## src/rtl/trap_ctrl.sv

```systemverilog
// Machine-mode trap/return controller: owns mstatus/mie/mip/mtvec/mepc/mcause and drives the next-PC select.
// Optional TRAP_VECTORED_EN macro enables vectored interrupt dispatch via mtvec[1:0]==01.
//
// state    | meaning
// BOOT     | post-reset hold, pc_src=RESET while the boot counter drains
// RUN      | normal execution, EX sampled for trap/mret/CSR write
// REDIRECT | one-cycle redirect (TRAP or EPC) with pipeline flush
module trap_ctrl #(
  parameter int unsigned RESET_CYCLES = 2,
  parameter logic [31:0] MTVEC_RESET  = 32'h0000_0100
) (
  input  logic        i_clk,
  input  logic        i_rst_n,
  input  logic        valid_ex,
  input  logic [31:0] pc_ex,
  input  logic        illegal_ex,
  input  logic        ecall_ex,
  input  logic        mret_ex,
  input  logic        irq_ext,
  input  logic        irq_sw,
  input  logic        irq_tmr,
  input  logic        csr_we,
  input  logic [11:0] csr_addr,
  input  logic [31:0] csr_wdata,
  output logic [31:0] csr_rdata,
  output logic [1:0]  pc_src,
  output logic [31:0] pc_trap,
  output logic [31:0] mepc,
  output logic        flush
);

  typedef enum logic [1:0] {BOOT, RUN, REDIRECT} state_t;

  localparam logic [1:0]  PC_RESET = 2'b00;
  localparam logic [1:0]  PC_TRAP  = 2'b01;
  localparam logic [1:0]  PC_EPC   = 2'b10;
  localparam logic [1:0]  PC_NEXT  = 2'b11;

  localparam logic [11:0] A_MSTATUS = 12'h300;
  localparam logic [11:0] A_MIE     = 12'h304;
  localparam logic [11:0] A_MTVEC   = 12'h305;
  localparam logic [11:0] A_MEPC    = 12'h341;
  localparam logic [11:0] A_MCAUSE  = 12'h342;
  localparam logic [11:0] A_MIP     = 12'h344;

  localparam logic [31:0] IRQ_MASK    = 32'h0000_0888;
  localparam logic [3:0]  BOOT_CNT    = 4'(RESET_CYCLES);

  // Legalise an mtvec value: only direct (00) or vectored (01) mode survives.
  function automatic logic [31:0] tvec_legal(input logic [31:0] v);
`ifdef TRAP_VECTORED_EN
    return {v[31:2], 1'b0, (v[1:0] == 2'b01)};
`else
    return {v[31:2], 2'b00};
`endif
  endfunction

  state_t      state_q, state_d;
  logic [3:0]  cnt_q;
  logic        redir_epc_q;

  logic        mie_bit_q, mpie_q;
  logic        mie_bit_d, mpie_d;
  logic [31:0] mie_q, mie_d;
  logic [31:0] mtvec_q, mtvec_d;
  logic [31:0] mepc_q, mepc_d;
  logic [31:0] mcause_q, mcause_d;
  logic [31:0] pc_trap_d;

  logic [31:0] mip;
  logic [31:0] irq_act;
  logic        int_pend;
  logic        take;
  logic        mret_go;
  logic        csr_wr;
  logic [31:0] cause_take;
  logic        unused_pc_lsb;

  assign unused_pc_lsb = ^pc_ex[1:0];

  assign mip      = {20'b0, irq_ext, 3'b0, irq_tmr, 3'b0, irq_sw, 3'b0};
  assign irq_act  = mip & mie_q;
  assign int_pend = mie_bit_q & (|irq_act);

  assign take    = (state_q == RUN) & valid_ex & (illegal_ex | ecall_ex | int_pend);
  assign mret_go = (state_q == RUN) & valid_ex & mret_ex & ~take;
  assign csr_wr  = (state_q == RUN) & valid_ex & csr_we & ~take;

  always_comb begin
    cause_take = 32'h8000_0007;
    if (illegal_ex)      cause_take = 32'd2;
    else if (ecall_ex)   cause_take = 32'd11;
    else if (irq_act[11]) cause_take = 32'h8000_000B;
    else if (irq_act[3]) cause_take = 32'h8000_0003;
  end

  always_comb begin
    state_d = state_q;
    case (state_q)
      BOOT:     if (cnt_q <= 4'd1) state_d = RUN;
      RUN:      if (take || mret_go) state_d = REDIRECT;
      REDIRECT: state_d = RUN;
      default:  state_d = BOOT;
    endcase
  end

  always_comb begin
    mie_bit_d = mie_bit_q;
    mpie_d    = mpie_q;
    mie_d     = mie_q;
    mtvec_d   = mtvec_q;
    mepc_d    = mepc_q;
    mcause_d  = mcause_q;
    if (take) begin
      mepc_d    = {pc_ex[31:2], 2'b00};
      mcause_d  = cause_take;
      mpie_d    = mie_bit_q;
      mie_bit_d = 1'b0;
    end else begin
      if (csr_wr) begin
        case (csr_addr)
          A_MSTATUS: begin
            mie_bit_d = csr_wdata[3];
            mpie_d    = csr_wdata[7];
          end
          A_MIE:    mie_d    = csr_wdata & IRQ_MASK;
          A_MTVEC:  mtvec_d  = tvec_legal(csr_wdata);
          A_MEPC:   mepc_d   = {csr_wdata[31:2], 2'b00};
          A_MCAUSE: mcause_d = csr_wdata;
          default:  ;
        endcase
      end
      // mret restores the interrupt enable; it overrides a same-cycle mstatus write.
      if (mret_go) begin
        mie_bit_d = mpie_q;
        mpie_d    = 1'b1;
      end
    end
  end

  // Follow the cause being written this edge so a vectored target lines up with REDIRECT.
  always_comb begin
    pc_trap_d = {mtvec_q[31:2], 2'b00};
`ifdef TRAP_VECTORED_EN
    if (mtvec_q[1:0] == 2'b01 && mcause_d[31])
      pc_trap_d = {mtvec_q[31:2], 2'b00} + {26'b0, mcause_d[3:0], 2'b00};
`endif
  end

  always_ff @(posedge i_clk or negedge i_rst_n) begin
    if (!i_rst_n) begin
      state_q     <= BOOT;
      cnt_q       <= BOOT_CNT;
      redir_epc_q <= 1'b0;
      mie_bit_q   <= 1'b0;
      mpie_q      <= 1'b0;
      mie_q       <= '0;
      mtvec_q     <= tvec_legal(MTVEC_RESET);
      mepc_q      <= '0;
      mcause_q    <= '0;
      pc_trap     <= {MTVEC_RESET[31:2], 2'b00};
    end else begin
      state_q     <= state_d;
      if (state_q == BOOT && cnt_q != 4'd0) cnt_q <= cnt_q - 4'd1;
      if (state_q == RUN) redir_epc_q <= mret_go;
      mie_bit_q   <= mie_bit_d;
      mpie_q      <= mpie_d;
      mie_q       <= mie_d;
      mtvec_q     <= mtvec_d;
      mepc_q      <= mepc_d;
      mcause_q    <= mcause_d;
      pc_trap     <= pc_trap_d;
    end
  end

  always_comb begin
    case (state_q)
      RUN:      pc_src = PC_NEXT;
      REDIRECT: pc_src = redir_epc_q ? PC_EPC : PC_TRAP;
      default:  pc_src = PC_RESET;
    endcase
  end

  assign flush = (state_q == REDIRECT);
  assign mepc  = mepc_q;

  always_comb begin
    csr_rdata = '0;
    case (csr_addr)
      A_MSTATUS: csr_rdata = {24'b0, mpie_q, 3'b0, mie_bit_q, 3'b0};
      A_MIE:     csr_rdata = mie_q;
      A_MTVEC:   csr_rdata = mtvec_q;
      A_MEPC:    csr_rdata = mepc_q;
      A_MCAUSE:  csr_rdata = mcause_q;
      A_MIP:     csr_rdata = mip;
      default:   csr_rdata = '0;
    endcase
  end

endmodule

```

## config.mk

```make
export PLATFORM = sky130hd
export DESIGN_NAME = trap_ctrl
export DESIGN_NICKNAME = d
export VERILOG_FILES = /design/src/rtl/trap_ctrl.sv
export SDC_FILE = /design/constraint.sdc
export NUM_CORES = 1
export LEC_CHECK = 0
export ABC_AREA = 1
export CAP_MARGIN = 20
export CORE_AREA = 2 2 137 105
export CTS_CLUSTER_SIZE = 30
export DETAILED_ROUTE_END_ITERATION = 12
export DIE_AREA = 0 0 139 107
export PLACE_DENSITY = 0.8
export SYNTH_ARGS = -nofsm -noshare
export SYNTH_HDL_FRONTEND = slang
export SYNTH_SLANG_ARGS = --single-unit
```

## constraint.sdc

```tcl
create_clock -name i_clk -period 1.9 [get_ports i_clk]
set_input_delay 0.19 -clock i_clk [delete_from_list [all_inputs] [get_ports i_clk]]
set_output_delay 0.19 -clock i_clk [all_outputs]
set_load 0.03 [all_outputs]
```

==> impl_results.md, run 1 <==
* Synthesized instance count at 792
* Reg power frac at 36.9%
* Synth warn at 0
* WP buf/inv at 1
* Crit. End Element: output port
* IO Pins at 185
* Comb pwr share at 31.4%
* Placed Area at 0.008627 mm^2
* Post-synth top flop: dfrtp_1
* Total of fill cells in the finished design at 1010
* #FFs+latches synth at 134
* Starting Density at 47.26%
* Endpoints failing setup at 0
* Synth top area cells: dfrtp_1 (51%), nand2_1 (18%), nand3_1 (12%)
* Clk sinks at 134
* Row count at 37
* Vias/cell at 5.516
* DRC at 0
* First-pass GRT wire length at 32950 um
* Startpoint Class: register
* Die width at 139 um
* CTS H-tree lvls at 4
* Die Area at 0.01487 mm^2
* Crit share post-route at a little over nine tenths
* Iter 0 DRT Violations at 505
* Status: finished clean
* Drt pass-1 iters at 5
* Post-synth ARST share at 100.0%
* Worst-path cell chain: clkdlybuf4s50_1
* IO buf count at 178
* Worst hold path type: input pin to async pin
* Register cell area after layout at 0.003358 mm^2
* Utilization after layout at between 70% and 80%
* CP max stage cell: clkdlybuf4s50_1
* Cell area after layout at 0.009638 mm^2
* Top Family by Delay on Critical Path: buffers and inverters
* Post-route ant nets at 0
* Synth top cells by count: nand2_1 (302), nand3_1 (151), dfrtp_1 (131)
* Top-count cell post-synth: nand2_1
* Mean Syn Cell Area at 8.066 um^2
* Core Area at approximately 0.014 mm^2
* TritonCTS Buffers at 17
* Crit path kind: register to output port
* Internal at 7006 uW
* Die Height at 107 um
* Clock-pin transition on the worst setup and hold timing paths at approximately 0.06 ns
* Worst skew pair latency at 0.41 ns
* Power after layout at 10740 uW
* Final Max Tran Viols at 0
* Sequential-to-total area share from yosys stat at 52.55%
* Initial antenna violation count at 1
* Layout area overhead at 50.86%
* Clock period minus worst slack at 1.833 ns
* Slew Limit Headroom at 66.56%
* Worst Skew at 0.01092 ns
* Slew @ Worst Pin at roughly 0.50 ns
* Hold Slack at around 0.30 ns
* Yosys top cell area share at 51.31%
* Req. time, crit path at 1.71 ns
* Number of synthesized flops with an enable pin at 0
* Post-Route WL at approximately 21000 um
* GRT overflow at 0
* CP Data Arrival Time at 1.64 ns
* Final TNS setup at 0 ns
* GRT Total Usage at 28.25%
* Final GP Congestion at 0.8590
* CTS tree: built
* Synth Cell Area at 0.006389 mm^2
* Area of the multi-input gates at 0.002799 mm^2
* Share of layout cells above drive strength 1 at 18.45%
* CTS Root Cell: clkbuf_16
* Post-synth top area cell: dfrtp_1
* Largest net degree at the start of global routing at 52
* Pleak at roughly 0.0049 uW
* Net Sw Power at 3736 uW
* Fmax at 545.5 MHz
* Post-synth cell types at 29
* Net Sw Frac at 34.78%
* Diodes inserted at 0
* Vias in the first global route at 6447
* Max Buffers Root-to-Sink at 2
* Final hold viol count at 0
* Power Density at 1115 mW/mm^2
* Routed len/inst at about 18 um
* Fin nets at 1101
* Peak VDD IR at roughly 0.8 mV
* Worst Path Max Fanout at 1
* CP max stage delay at between 0.6 and 0.7 ns
* Via count at 6586
* Post-DP HPWL at between 10000 and 15000 um
* # Max-Cap Violations at 0
* Clock share of power at 31.6%
-- state kept, by name, summed over array words and instances, names as in the netlist --
register	flops
mpie_q	1
mepc	30
mie_q	3
mie_bit_q	1
state_q	2
redir_epc_q	1
mcause_q	32
pc_trap	30
mtvec_q	30
cnt_q	4
-- worst register-to-register path, cell delays in order (launching register included) --
cell     delay (ns)
dfrtp_1        0.41
nand2_1        0.11
nand3_1        0.08
nand2_1        0.10
nand2_2        0.16
buf_4          0.27
o21ai_1        0.23
nand2_1        0.12
nand2_1        0.09
nand2_1        0.05
-- kinds of logic after synthesis --
group,count (synthesis),synth area share [%]
xor+xnor,3,0.4114
flops,134,52.55
buf+inv,86,6.482
compound gates,30,2.370
simple gates,530,36.56
other cells,1,0.05870
fa+ha+maj,8,1.567
-- cells in the final DEF (no fill, tap or decap), types with 2 or more instances in the layout --
| cell | instances |
|---|---|
| nand3_1 | 134 |
| nand2_2 | 9 |
| dlygate4sd2_1 | 8 |
| nor2_1 | 21 |
| dfstp_2 | 3 |
| nor2_4 | 6 |
| clkdlybuf4s50_1 | 132 |
| dlymetal6s2s_1 | 3 |
| buf_12 | 16 |
| nand3_2 | 17 |
| ha_1 | 7 |
| inv_6 | 3 |
| clkbuf_16 | 18 |
| buf_6 | 24 |
| nand4_1 | 35 |
| buf_4 | 52 |
| o21ai_0 | 9 |
| conb_1 | 4 |
| nor3_1 | 2 |
| dfrtp_1 | 130 |
| bufinv_16 | 3 |
| o21ai_1 | 14 |
| clkinvlp_4 | 2 |
| inv_1 | 28 |
| inv_2 | 10 |
| nand2_1 | 296 |
| nor3_4 | 3 |
| xnor2_1 | 2 |
| a21oi_1 | 3 |
| buf_8 | 2 |
| a21oi_2 | 2 |
| nor2_2 | 5 |
| clkinv_4 | 4 |
-- through the flow --
stage	worst slack, ns	instances
global route	-0.009312	1194
floorplan	0.1974	795
detailed placement	-0.2405	1152
finish	0.06680	1194
global placement	-0.1876	1152
CTS	0.0008666	1189
-- final timing paths --
path / startpoint / end / slack [ns] / depth (start not counted)
worst max-delay path: pc_trap[8] / pc_trap[8] / 0.07 / 1
worst min-delay path: i_rst_n / pc_trap[31] / 0.30 / 2
worst max register to register: mie_q[11] / mie_bit_q / 0.18 / 9
worst min register to register: mtvec_q[8] / pc_trap[8] / 0.38 / 0
max in group asynchronous: i_rst_n / pc_trap[8] / 0.93 / 3
min in group i_clk: csr_wdata[18] / mtvec_q[18] / 0.33 / 3
-- layout make-up --
cell class	instances	share of cell area, %
clock buffers	18	4.557
clock inverters	13	1.779
inverters	39	1.545
multi-input cells	575	29.04
flip-flops and latches	134	34.84
well taps	175	2.272
repair buffers	240	25.96
-- metal layers --
| layer | routed length [um] | track usage (%) | vias up |
|---|---|---|---|
| li1 | - | - | 3026 |
| met1 | 8525 | 37.71 | 3157 |
| met2 | 9902 | 45.36 | 371 |
| met3 | 2162 | 7.503 | 32 |
| met4 | 315 | 9.163 | 0 |
| met5 | 0 | 0 | - |
-- power groups by stage --
stage / clock (uW) / sequential, uW / combinational, uW
after floorplan: 0 / 4460 / 1280
after global placement: 0 / 3980 / 3160
after detailed placement: 0 / 3990 / 3250
after CTS: 3420 / 3960 / 3320
after global routing: 3550 / 4060 / 3650
final: 3400 / 3970 / 3370
-- timing repair --
action | CTS | global route
hold buffers | 1 | 0
pin swaps | 9 | 11
endpoints found under the setup margin | 38 | 131
gates cloned | 1 | 1
gates resized for setup | 44 | 46
buffers inserted | 4 | 5
endpoints found under the hold margin | 48 | 0
No activity file was read; power rests on OpenSTA's default activity.
==> run 2, diff against run 1 <==
==> config.mk (replaced) <==
export PLATFORM = sky130hd
export DESIGN_NAME = trap_ctrl
export DESIGN_NICKNAME = d
export VERILOG_FILES = /design/src/rtl/trap_ctrl.sv
export SDC_FILE = /design/constraint.sdc
export NUM_CORES = 1
export LEC_CHECK = 0
export CAP_MARGIN = 20
export CORE_AREA = 2 2 134 103
export CTS_CLUSTER_SIZE = 30
export DETAILED_ROUTE_END_ITERATION = 12
export DIE_AREA = 0 0 136 105
export PLACE_DENSITY = 0.79
export SYNTH_ARGS = -nofsm -noshare
export SYNTH_HDL_FRONTEND = slang
export SYNTH_SLANG_ARGS = --single-unit
==> impl_results.md, run 2 <==
* Synth Cell Area at 0.005989 mm^2
* Max reg flops at 32
* Via count at between 5000 and 6000
* Worst Path Max Fanout at 5
* Worst Skew at 0.008028 ns
* # Max-Cap Violations at 0
* Post-synth top flop: dfrtp_1
* RSZ-0062 raised after global routing: true
* Post-synth top area cell: dfrtp_1
* Most frequent cells in the layout: dfrtp_1 (131), clkdlybuf4s50_1 (130), nand2_1 (99)
* CTS Root Cell: clkbuf_16
* Post-synth cell types at 45
* Sequential-to-total area share from yosys stat at 56.05%
* Starting Density at 46.49%
* Worst skew pair latency at around 0.41 ns
* Initial antenna violation count at 0
* Post-route ant nets at 0
* Worst hold path type: input pin to async pin
* Pleak at 0.004585 uW
* Post-synth ARST share at 100.0%
* Startpoint Class: input pin
* Die width at around 140 um
* Synth top area cells: dfrtp_1 (55%), mux2_2 (6.8%), nand2_1 (6.3%)
* DRC at 0
* IO Pins at 185
* Number of synthesized flops with an enable pin at 0
* Diodes inserted at 0
* Die Area at 0.01428 mm^2
* CTS tree: built
* Iter 0 DRT Violations at 579
* Failing checks: setup timing
* Synth top cells by count: dfrtp_1 (131), nand2_1 (100), o21ai_0 (44)
* Routed len/inst at 20.05 um
* Share of layout cells above drive strength 1 at a little over a quarter
* Hold Slack at 0.2920 ns
* Vias/cell at 5.634
* Power after layout at 10120 uW
* Power Density at 1065 mW/mm^2
* Crit share post-route at 108.0%
* Max Buffers Root-to-Sink at 2
* GRT Total Usage at 27.72%
* Die Height at 105 um
* Core Area at 0.01288 mm^2
* Layout area overhead at 58.62%
* Largest net degree at the start of global routing at between 50 and 60
* Total of fill cells in the finished design at 858
* CP max stage delay at 0.55 ns
* Endpoints failing setup at 30
* Clock-pin transition on the worst setup and hold timing paths at 0.06 ns
* Crit. End Element: output port
* Post-Route WL at 19390 um
* CTS H-tree lvls at 4
* Mean Syn Cell Area at approximately 11 um^2
* Fin nets at 877
* Synthesized instance count at 553
* Post-DP HPWL at 12390 um
* First-pass GRT wire length at 30260 um
* Row count at 36
* Drt pass-1 iters at 7
* Worst Slack Setup Final at -0.1512 ns
* Final GP Congestion at 0.8738
* Crit path top cell by count: buf_6
* Top reg by flops: mcause_q
* Yosys top cell area share at between 50% and 60%
* Synth warn at 0
* Final hold viol count at 0
* Fmax at 487.5 MHz
* CP max stage cell: or4_4
* Vias in the first global route at 5692
* GRT overflow at 0
* Top-count cell post-synth: dfrtp_1
* Status: finished with violations
* Req. time, crit path at 1.71 ns
* Worst-path cell chain: buf_6 -> or4_4 -> nor4_4 -> buf_6 -> buf_12 -> buf_16 -> a222oi_1 -> inv_1 -> buf_6
* Crit path kind: input pin to output port
* Clk sinks at 134
* IO buf count at 178
* Most common cell after layout, fill and taps aside: dfrtp_1
* Peak VDD IR at between 0.7 and 0.8 mV
* Clock period minus worst slack at 2.051 ns
* TritonCTS Buffers at 17
* CP Data Arrival Time at 1.86 ns
* Final Max Tran Viols at 0
* #FFs+latches synth at approximately 130
[run 2: cell types whose count changed after synthesis, moves of 9 or more]
cell / change
nand3_1: -147
clkbuf_1: +9
o21ai_0: +32
mux2i_1: +32
o21ai_1: -12
nor2_1: -18
a21oi_1: +27
nand4_1: -34
buf_2: -11
a222oi_1: +28
mux2_2: +36
nand2_1: -202
[run 2: layout make-up]
type	instances	area (um^2)	share of cell area [%]
Sequential cell	134	3357	35.34
Timing Repair Buffer	246	2625	27.63
Multi-Input combinational cell	351	2500	26.31
Clock buffer	21	460.4	4.847
Clock inverter	11	220.2	2.318
Tap cell	171	214.0	2.252
Inverter	33	123.9	1.304
[run 2: power breakdown]
part           internal, uW  total, uW  leakage (uW)  switching (uW)
registers              3240       3610       0.00180             371
clock network          2540       3780      0.000332            1240
logic                  1200       2720       0.00245            1530
[run 2: kinds of logic after synthesis]
| kind of cell | Yosys count | synth area share, % |
|---|---|---|
| buffers and inverters | 71 | 5.118 |
| adders and majority gates | 8 | 1.671 |
| DFF | 134 | 56.05 |
| muxes | 69 | 12.30 |
| xor gates and xnor gates | 1 | 0.1463 |
| AOI/OAI and AO/OA | 123 | 13.33 |
| and+or+nand+nor | 146 | 11.32 |
| other | 1 | 0.06261 |
[run 2: timing repair]
item	CTS	global route
pin swaps	27	19
gates cloned	6	1
resized for setup	103	43
endpoints found under the hold margin	44	0
setup buffers	11	6
hold buffers	1	0
setup endpoints to repair	90	131
[run 2: routing by layer]
layer	track usage, %	part of all wire [%]	vias up
li1	-	-	2422
met1	34.44	40	2685
met2	45.01	48	283
met3	8.006	8.8	58
met4	11.90	3.2	0
met5	0	0	-
[run 2: worst max-delay path: cells and delay by family]
family | cells | cell delay [ns]
AND/OR/NAND/NOR | 2 | 0.86
AO/OA/AOI/OAI | 1 | 0.07
buffers and inverters | 6 | 0.74
[run 2: final timing paths]
kind / endpoint / start / slack (ns) / cells after the start
max in group asynchronous: pc_trap[22] / i_rst_n / 0.95 / 3
worst max-delay path: csr_rdata[27] / csr_addr[7] / -0.15 / 9
worst min-delay path: pc_trap[29] / i_rst_n / 0.29 / 2
min in group i_clk: mepc[13] / pc_ex[13] / 0.33 / 3
worst min register to register: pc_trap[8] / mtvec_q[8] / 0.38 / 0
worst max register to register: mcause_q[3] / state_q[1] / 0.04 / 8
[run 2: stage by stage]
step	setup WS (ns)	TNS [ns]	std cells	area (um^2)	util (%)
3_5_place_dp	-0.4918	-48.14	913	8200	63.66
2_1_floorplan	-0.07445	-0.2234	556	6001	-
4_1_cts	-0.1096	-1.666	963	9387	72.86
6_report	-0.1512	-2.007	967	9500	73.75
3_3_place_gp	-0.4186	-42.98	913	8200	63.66
5_1_grt	-0.2528	-5.792	967	9500	73.75
